===== src/rtl/munoc_idle_policy_if.sv =====
// Bundle between the idle/utilization monitor, the power controller and
// munoc_idle_policy.
//   master : the monitor / power-controller side (drives history, wake, ack)
//   slave  : munoc_idle_policy (drives sleep_req, is_sleeping, load_sum/level)
interface munoc_idle_policy_if #(
  parameter int BW_DATA   = 32,
  parameter int BW_SAMPLE = 4
);
  localparam int BW_SUM = BW_SAMPLE + 4;

  logic                sample_update;
  logic [BW_DATA-1:0]  sample_history;
  logic                wake_event;
  logic                sleep_ack;
  logic                sleep_req;
  logic                is_sleeping;
  logic [BW_SUM-1:0]   load_sum;
  logic [1:0]          load_level;

  modport master (
    output sample_update, sample_history, wake_event, sleep_ack,
    input  sleep_req, is_sleeping, load_sum, load_level
  );

  modport slave (
    input  sample_update, sample_history, wake_event, sleep_ack,
    output sleep_req, is_sleeping, load_sum, load_level
  );
endinterface


===== src/rtl/munoc_idle_policy.sv =====
// Idle power policy for one link/router domain.
// Sums the monitor's per-window utilization samples into load_sum, classifies
// it into load_level, and runs a hysteretic sleep FSM that requests sleep via
// a sleep_req/sleep_ack level handshake.
// Ports:
//   clk, rstp : clock, asynchronous active-high reset
//   enable    : global advance enable; all state holds while low
//   bus       : slave side of munoc_idle_policy_if (history in, sleep handshake
//               and load outputs)
module munoc_idle_policy #(
  parameter int BW_DATA      = 32,
  parameter int BW_SAMPLE    = 4,
  parameter int LOW_TH       = 4,
  parameter int HIGH_TH      = 16,
  parameter int HOLD_WINDOWS = 3
) (
  input  logic               clk,
  input  logic               rstp,
  input  logic               enable,
  munoc_idle_policy_if.slave bus
);
  localparam int NUM_SAMPLE = BW_DATA / BW_SAMPLE;
  localparam int BW_SUM     = BW_SAMPLE + 4;
  localparam int BW_HOLD    = (HOLD_WINDOWS < 2) ? 1 : $clog2(HOLD_WINDOWS + 1);

  // Monitor resets its samples to all-ones, so the matching sum is the reset load.
  localparam logic [BW_SUM-1:0]  SUM_RST   = BW_SUM'(NUM_SAMPLE * ((1 << BW_SAMPLE) - 1));
  localparam logic [BW_SUM-1:0]  LOW_T     = BW_SUM'(LOW_TH);
  localparam logic [BW_SUM-1:0]  HIGH_T    = BW_SUM'(HIGH_TH);
  localparam logic [BW_HOLD-1:0] HOLD_MAX  = BW_HOLD'(HOLD_WINDOWS);
  localparam logic [BW_HOLD-1:0] HOLD_LAST = BW_HOLD'(HOLD_WINDOWS - 1);

  typedef enum logic [1:0] {
    ACTIVE = 2'd0,
    REQ    = 2'd1,
    SLEEP  = 2'd2,
    EXIT   = 2'd3
  } state_t;

  state_t              state, state_nxt;
  logic [1:0]          vld_pipe;   // [0]=upd_d (history valid), [1]=sum_valid
  logic [BW_HOLD-1:0]  hold_cnt;
  logic [BW_SUM-1:0]   sum_nxt;
  logic [1:0]          lvl_nxt;
  logic                upd_d, sum_valid, idle_win, high_win;

  assign upd_d     = vld_pipe[0];
  assign sum_valid = vld_pipe[1];
  assign idle_win  = bus.load_sum < LOW_T;
  assign high_win  = bus.load_sum >= HIGH_T;

  always_comb begin
    sum_nxt = '0;
    for (int k = 0; k < NUM_SAMPLE; k++)
      sum_nxt = sum_nxt + BW_SUM'(bus.sample_history[k*BW_SAMPLE +: BW_SAMPLE]);
    if (sum_nxt >= HIGH_T)     lvl_nxt = 2'd2;
    else if (sum_nxt < LOW_T)  lvl_nxt = 2'd0;
    else                       lvl_nxt = 2'd1;
  end

  always_comb begin
    state_nxt = state;
    case (state)
      ACTIVE: if (sum_valid && idle_win && hold_cnt == HOLD_LAST && !bus.wake_event)
                state_nxt = REQ;
      // Wake beats a simultaneous ack so an aborted entry never reports sleep.
      REQ:    if (bus.wake_event)     state_nxt = EXIT;
              else if (bus.sleep_ack) state_nxt = SLEEP;
      // Mid-band loads fall through: that gap between thresholds is the hysteresis.
      SLEEP:  if (bus.wake_event || (sum_valid && high_win)) state_nxt = EXIT;
      EXIT:   if (!bus.sleep_ack)     state_nxt = ACTIVE;
      default:                        state_nxt = ACTIVE;
    endcase
  end

  always_ff @(posedge clk or posedge rstp) begin
    if (rstp) begin
      vld_pipe        <= '0;
      bus.load_sum    <= SUM_RST;
      bus.load_level  <= 2'd2;
      hold_cnt        <= '0;
      state           <= ACTIVE;
      bus.sleep_req   <= 1'b0;
      bus.is_sleeping <= 1'b0;
    end else if (enable) begin
      vld_pipe <= {vld_pipe[0], bus.sample_update};
      if (upd_d) begin
        bus.load_sum   <= sum_nxt;
        bus.load_level <= lvl_nxt;
      end
      if (state == EXIT && state_nxt == ACTIVE)
        hold_cnt <= '0;
      else if (state == ACTIVE && sum_valid)
        hold_cnt <= !idle_win ? '0 : (hold_cnt == HOLD_MAX) ? hold_cnt : hold_cnt + 1'b1;
      state           <= state_nxt;
      bus.sleep_req   <= (state_nxt == REQ) || (state_nxt == SLEEP);
      bus.is_sleeping <= (state_nxt == SLEEP);
    end
  end
endmodule


===== src/flat_wrapper.sv =====
// flat-port wrapper written by rule: the top's interface ports become plain ports
module munoc_idle_policy_flat 
#(
  parameter int BW_DATA      = 32,
  parameter int BW_SAMPLE    = 4,
  parameter int LOW_TH       = 4,
  parameter int HIGH_TH      = 16,
  parameter int HOLD_WINDOWS = 3
)
  (clk, rstp, enable, bus_sample_update, bus_sample_history, bus_wake_event, bus_sleep_ack, bus_sleep_req, bus_is_sleeping, bus_load_sum, bus_load_level);
  munoc_idle_policy_if #(.BW_DATA(BW_DATA), .BW_SAMPLE(BW_SAMPLE)) bus_i ();
  input  logic clk;
  input  logic rstp;
  input  logic enable;
  input wire logic [$bits(bus_i.sample_update)-1:0] bus_sample_update;
  input wire logic [$bits(bus_i.sample_history)-1:0] bus_sample_history;
  input wire logic [$bits(bus_i.wake_event)-1:0] bus_wake_event;
  input wire logic [$bits(bus_i.sleep_ack)-1:0] bus_sleep_ack;
  output wire logic [$bits(bus_i.sleep_req)-1:0] bus_sleep_req;
  output wire logic [$bits(bus_i.is_sleeping)-1:0] bus_is_sleeping;
  output wire logic [$bits(bus_i.load_sum)-1:0] bus_load_sum;
  output wire logic [$bits(bus_i.load_level)-1:0] bus_load_level;
  assign bus_i.sample_update = bus_sample_update;
  assign bus_i.sample_history = bus_sample_history;
  assign bus_i.wake_event = bus_wake_event;
  assign bus_i.sleep_ack = bus_sleep_ack;
  assign bus_sleep_req = bus_i.sleep_req;
  assign bus_is_sleeping = bus_i.is_sleeping;
  assign bus_load_sum = bus_i.load_sum;
  assign bus_load_level = bus_i.load_level;
  munoc_idle_policy #(.BW_DATA(BW_DATA), .BW_SAMPLE(BW_SAMPLE), .LOW_TH(LOW_TH), .HIGH_TH(HIGH_TH), .HOLD_WINDOWS(HOLD_WINDOWS)) u_core (.clk(clk), .rstp(rstp), .enable(enable), .bus(bus_i));
endmodule

===== config.mk =====
export PLATFORM = sky130hd
export DESIGN_NAME = munoc_idle_policy_flat
export DESIGN_NICKNAME = d
export VERILOG_FILES = /design/src/rtl/munoc_idle_policy_if.sv /design/src/rtl/munoc_idle_policy.sv /design/src/flat_wrapper.sv
export SDC_FILE = /design/constraint.sdc
export NUM_CORES = 1
export LEC_CHECK = 0
export ABC_AREA = 1
export CAP_MARGIN = 20
export CORE_MARGIN = 2
export CORE_UTILIZATION = 50
export DETAILED_ROUTE_END_ITERATION = 7
export DONT_BUFFER_PORTS = 1
export HOLD_SLACK_MARGIN = 0.05
export PLACE_DENSITY = 0.68
export SYNTH_ARGS = -nofsm -noshare
export SYNTH_HDL_FRONTEND = slang
export SYNTH_SLANG_ARGS = --single-unit

===== constraint.sdc =====
create_clock -name clk -period 1.93 [get_ports clk]
set_input_delay 0.193 -clock clk [delete_from_list [all_inputs] [get_ports clk]]
set_output_delay 0.193 -clock clk [all_outputs]
set_load 0.005 [all_outputs]

# Word level (Yosys, flattened, before mapping)
# Cells that the tools add are included.
# totals
reg_bits	18
input_bits	38
out_inout_bits	12
# classes
n_addsub	8
n_lt_le_gt_ge	4
eq_ne	8
muxes	12
reduce_logical	14
# op_table
operator	count
8-bit by 4-bit adder with 8-bit output	6
2-bit two-way mux	10
8-bit by 5-bit >= comparator with 1-bit output (second input constant)	2
8-bit by 3-bit < comparator with 1-bit output (second input constant)	2
2-bit == test (second input constant)	5
2-bit one-hot mux with 4 select lines	1
1-bit logical AND	6
4-bit by 4-bit adder with 5-bit output	1
2-bit by 1-bit == test with 1-bit output (second input constant)	2
2-bit zero test	2
3-bit inequality test (second input constant)	1
3-bit AND reduction	1
2-bit by 1-bit adder with 2-bit output (second input constant)	1
1-bit logical OR	2
2-bit AND reduction	1
2-bit nonzero test	1
1-bit zero test	1
1-bit two-way mux	1

# Logic depth before layout (Yosys ltp)
# depth
ltp_word	10
depth_mapped	21

# Worst setup path after synthesis
# OpenSTA, ideal clock, no wires.
# synth_timing
path_kind	in2reg
start	in bus_sample_history[0]
end	reg u_core.bus.load_level[1]
setup_time_ps	76
arrival_ps	3969
required_time_ps	1854
slack_ps	-2115
stages	19
path_cell_list	ha_1 inv_1 fa_1 xnor2_1 fa_1 inv_1 fa_1 fa_1 fa_1 inv_1 fa_1 nand3_1 nand3_1 nand2_1 nand2_1 nor2_2 nand2_1 nand2_1 nand2_1
# synth_between
elab_chain_cells	9
# synth_rtl
item	line_no	source
from (decl)	flat_wrapper.sv:16	input wire logic [$bits(bus_i.sample_history)-1:0] bus_sample_history;
4-bit by 4-bit adder with 5-bit output	munoc_idle_policy.sv:55	sum_nxt = sum_nxt + BW_SUM'(bus.sample_history[k*BW_SAMPLE +: BW_SAMPLE]);
8-bit by 4-bit adder with 8-bit output (6 in series)	munoc_idle_policy.sv:55	
8-bit by 5-bit >= comparator with 1-bit output	munoc_idle_policy.sv:56	if (sum_nxt >= HIGH_T) lvl_nxt = 2'd2;
2-bit two-way mux	munoc_idle_policy.sv:56	
to (signal assigned)	munoc_idle_policy.sv:89	bus.load_level <= lvl_nxt;
to (decl)	munoc_idle_policy_if.sv:27	output sleep_req, is_sleeping, load_sum, load_level
# Every way passes these cells.
# A chain may end at the register's enable or synchronous reset.

# Worst setup path after layout
# Ends and elaborated chain as after synthesis.

==> results.toml <==
[die]
start_util_pct = 52.9
dieArea_mm2 = 0.00411
fp-row-count = 21
coreArea_mm2 = 0.00342
pin_count = 50
dieWidth_um = 64.1
fp.dieH_um = 64.1

[routing]
vias = 1452
wl_um = 3520
first_pass_iters = 4
first_iter_violations = 40
via_per_inst = 5.11
drc = 0
wl_met1_um = 1440
wl_per_cell_um = 12.4
routed.top_layer = "met4"
wl_met3_um = 168
wl_met2_um = 1840
ant_nets = 0

[placed_design]
gp_congestion = 0.835
place_ws_ns = -2.03
dpl_cell_area_mm2 = 0.00200
port-buffer-count = 0
hpwlAfterDp_um = 2720

[cts]
cts_buffers = 3
clock_latency_ns = 0.30
clock_path_buffers = 2
clock-sinks = 18
root_buffer = "clkbuf_4"
cts_tree = "yes"
htree_levels = 1
cts.clk_slew.worst_paths_ns = 0.11

[finish]
multi_input_area_mm2 = 0.00133
num_antenna_cells = 0
fillCellCount = 320
syn_to_final_growth_pct = 21.3
nets = 315
final_area_mm2 = 0.00219
seqCellArea_um2 = 457
drive_gt1_share_pct = 27.3

[setup_path]
crit_path_top_delay_cell = "fa_2"
cpMostUsedCell = "nand2_1"
cp.arrival_ns = 3.83
critPathBufInv = 3
critical_path_class = "input port to flip-flop"
end_kind = "flip-flop"
cpPeakStageDelay_ns = 0.53
path_cells = "ha_4, inv_2, fa_2, xnor2_2, fa_1, inv_1, fa_2, fa_1, fa_1, inv_2, fa_2, nand3_2, nand3_2, nand2_1, nand2_1, nor2_2, nand2_1, nand2_1, nand2_1"
path_delay_family = "adder cells"
cp_max_fo = 5
timing.critical_path.required_ns = 2.18
start_kind = "input port"

[sta]
slew_viol_final = 0
min_period_ns = 3.58
period_share_pct = 186
relSlewSlack_pct = 52.9
rsz0062_at_grt = "true"
setup_tns_ns = -13.16
clock.fmax_ghz = 0.279
tightest_slew_ns = 0.705
setup_ws_ns = -1.65
fin_skew_ns = 0.00278
setup_viol = 9
hold_violations = 0

[synth]
ys_seq_area_share_pct = 25.3
synth_area_mm2 = 0.00181
synth_common_cells = "nand2_1 (61), inv_1 (51), fa_1 (19), ha_1 (19), dfrtp_1 (13)"
synthCells = 222
synth_nets = 298
ys_ff_latch = 18
yosysMostFrequentCell = "nand2_1"
synth_cell_types = 22
synth_area_leaders = "fa_1 (21%), dfrtp_1 (18%), ha_1 (13%)"
async_flop_share_pct = 100
synth_top_area_share_pct = 21.1
synthFlopType = "dfrtp_1"
synth_area_per_cell_um2 = 8.14
yosysWarnings = 0
synth-edff-count = 0
synth_top_area_cell = "fa_1"

[pwr]
pwr-share-clk_pct = 6.3
cellPowerDensity_mw_per_mm2 = 1760
internal_power_uw = 2040
leakage_uw = 0.00117
power_switching_share_pct = 47.2
ir_drop_mv = 1.14
pwr-share-seq_pct = 18.1
p_comb_share_pct = 75.6
power.switching_uw = 1820

[global_route]
grt_pass1_vias = 1452
grt_pass1_wl_um = 6060
grt_use_total_pct = 18.7
antenna_found_initial = 0
grt_remaining_overflow = 0
grt_max_degree = 19

[outcome]
violations = "negative setup slack"
run_status = "finished, violations left"

[worst_hold_path]
min_path_type = "input port to flip-flop"

[run]
cap_violations = 0
final timing paths:
path	start	to	slack, ns	cells past startpoint
setup / recovery	bus_sample_history[0]	u_core.bus.load_level[1]	-1.65	19
hold / removal	enable	u_core.bus.load_sum[4]	0.08	2
setup reg to reg	u_core.bus.load_sum[6]	u_core.hold_cnt[1]	0.14	13
hold reg to reg	u_core.bus.load_level[1]	u_core.bus.load_level[1]	0.50	2
max in group asynchronous	rstp	u_core.state[1]	1.06	2
min in group asynchronous	rstp	u_core.bus.load_sum[7]	0.43	2
state kept, by name, summed over array words and instances, names as in the netlist:
name,cells
u_core.bus.sleep_req,1
u_core.bus.is_sleeping,1
u_core.state,2
u_core.bus.load_sum,8
u_core.vld_pipe,2
u_core.bus.load_level,2
u_core.hold_cnt,2
kinds of logic (layout without fill, tap and decap cells):
group / count (synthesis) / in the layout / share of synthesized area [%]
flops: 18 / 18 / 25.3
fa+ha+maj: 38 / 38 / 34.2
simple gates: 94 / 94 / 23.3
xor+xnor: 2 / 2 / 0.970
buf+inv: 53 / 69 / 11.5
compound gates: 17 / 17 / 4.71
cell usage in the layout, fill, tap and decap left out:
cell type / count
dlygate4sd3_1: 3
dfrtp_1: 13
nand3_2: 4
nand3b_1: 2
nand2_4: 3
nor2_2: 2
buf_4: 10
clkbuf_8: 1
nand3_1: 8
nand3_4: 1
fa_1: 16
xnor2_2: 2
nand4_1: 4
inv_2: 6
clkbuf_4: 3
nor2_1: 6
nand2_1: 54
ha_4: 6
ha_1: 11
nor3_1: 1
a21oi_4: 1
nand2_2: 7
buf_6: 1
fa_2: 3
a21oi_1: 3
or2_4: 1
ha_2: 2
o21ai_2: 4
a21oi_2: 2
dfstp_2: 5
o21ai_1: 3
o21ai_0: 4
nor3_2: 1
inv_1: 45
routing by layer:
metal	vias up	track usage, %
met1	702	24.0
met5	-	0
met4	0	4.79
met3	7	4.93
met2	34	31.5
li1	709	-
power by group through the flow:
stage                     clock network, uW  registers (uW)  logic, uW
after floorplan                           0             662       1780
after global placement                    0             701       2290
after detailed placement                  0             704       2340
after CTS                               251             697       2430
after global routing                    270             720       3330
final                                   243             699       2930
repair_timing:
item                                    CTS  global route
setup buffers                             1             3
endpoints found under the setup margin    9            11
hold endpoints to repair                 18             0
hold buffers                              3             0
gates resized for setup                   8            24
pin swaps                                 8            12
cell type report:
cell class | instances | share of cell area [%]
Clock buffer | 4 | 1.66
Inverter | 51 | 8.73
Multi-Input combinational cell | 151 | 60.8
Sequential cell | 18 | 20.8
Tap cell | 46 | 2.63
Timing Repair Buffer | 14 | 5.31
worst reg2reg max path, stage by stage, from the launching register on:
cell	delay (ns)
dfstp_2	0.57
nor2_1	0.07
nand2_1	0.06
nand2_1	0.05
nand3_1	0.06
nand2_1	0.05
nand2_1	0.06
nand2_1	0.09
ha_2	0.20
nand3_2	0.09
inv_1	0.07
nor3_1	0.20
nand4_1	0.10
nand2_1	0.07
through the flow:
step,instances,util (%),hold slack [ns],total power (uW)
after floorplan,222,-,0.128,2440
after global placement,274,58.6,0.226,2990
after detailed placement,274,58.6,0.232,3050
after CTS,282,61.1,0.0758,3380
after global routing,284,64.2,0.0750,4320
final,284,64.2,0.0755,3870
(Power assumes the default switching activity.)
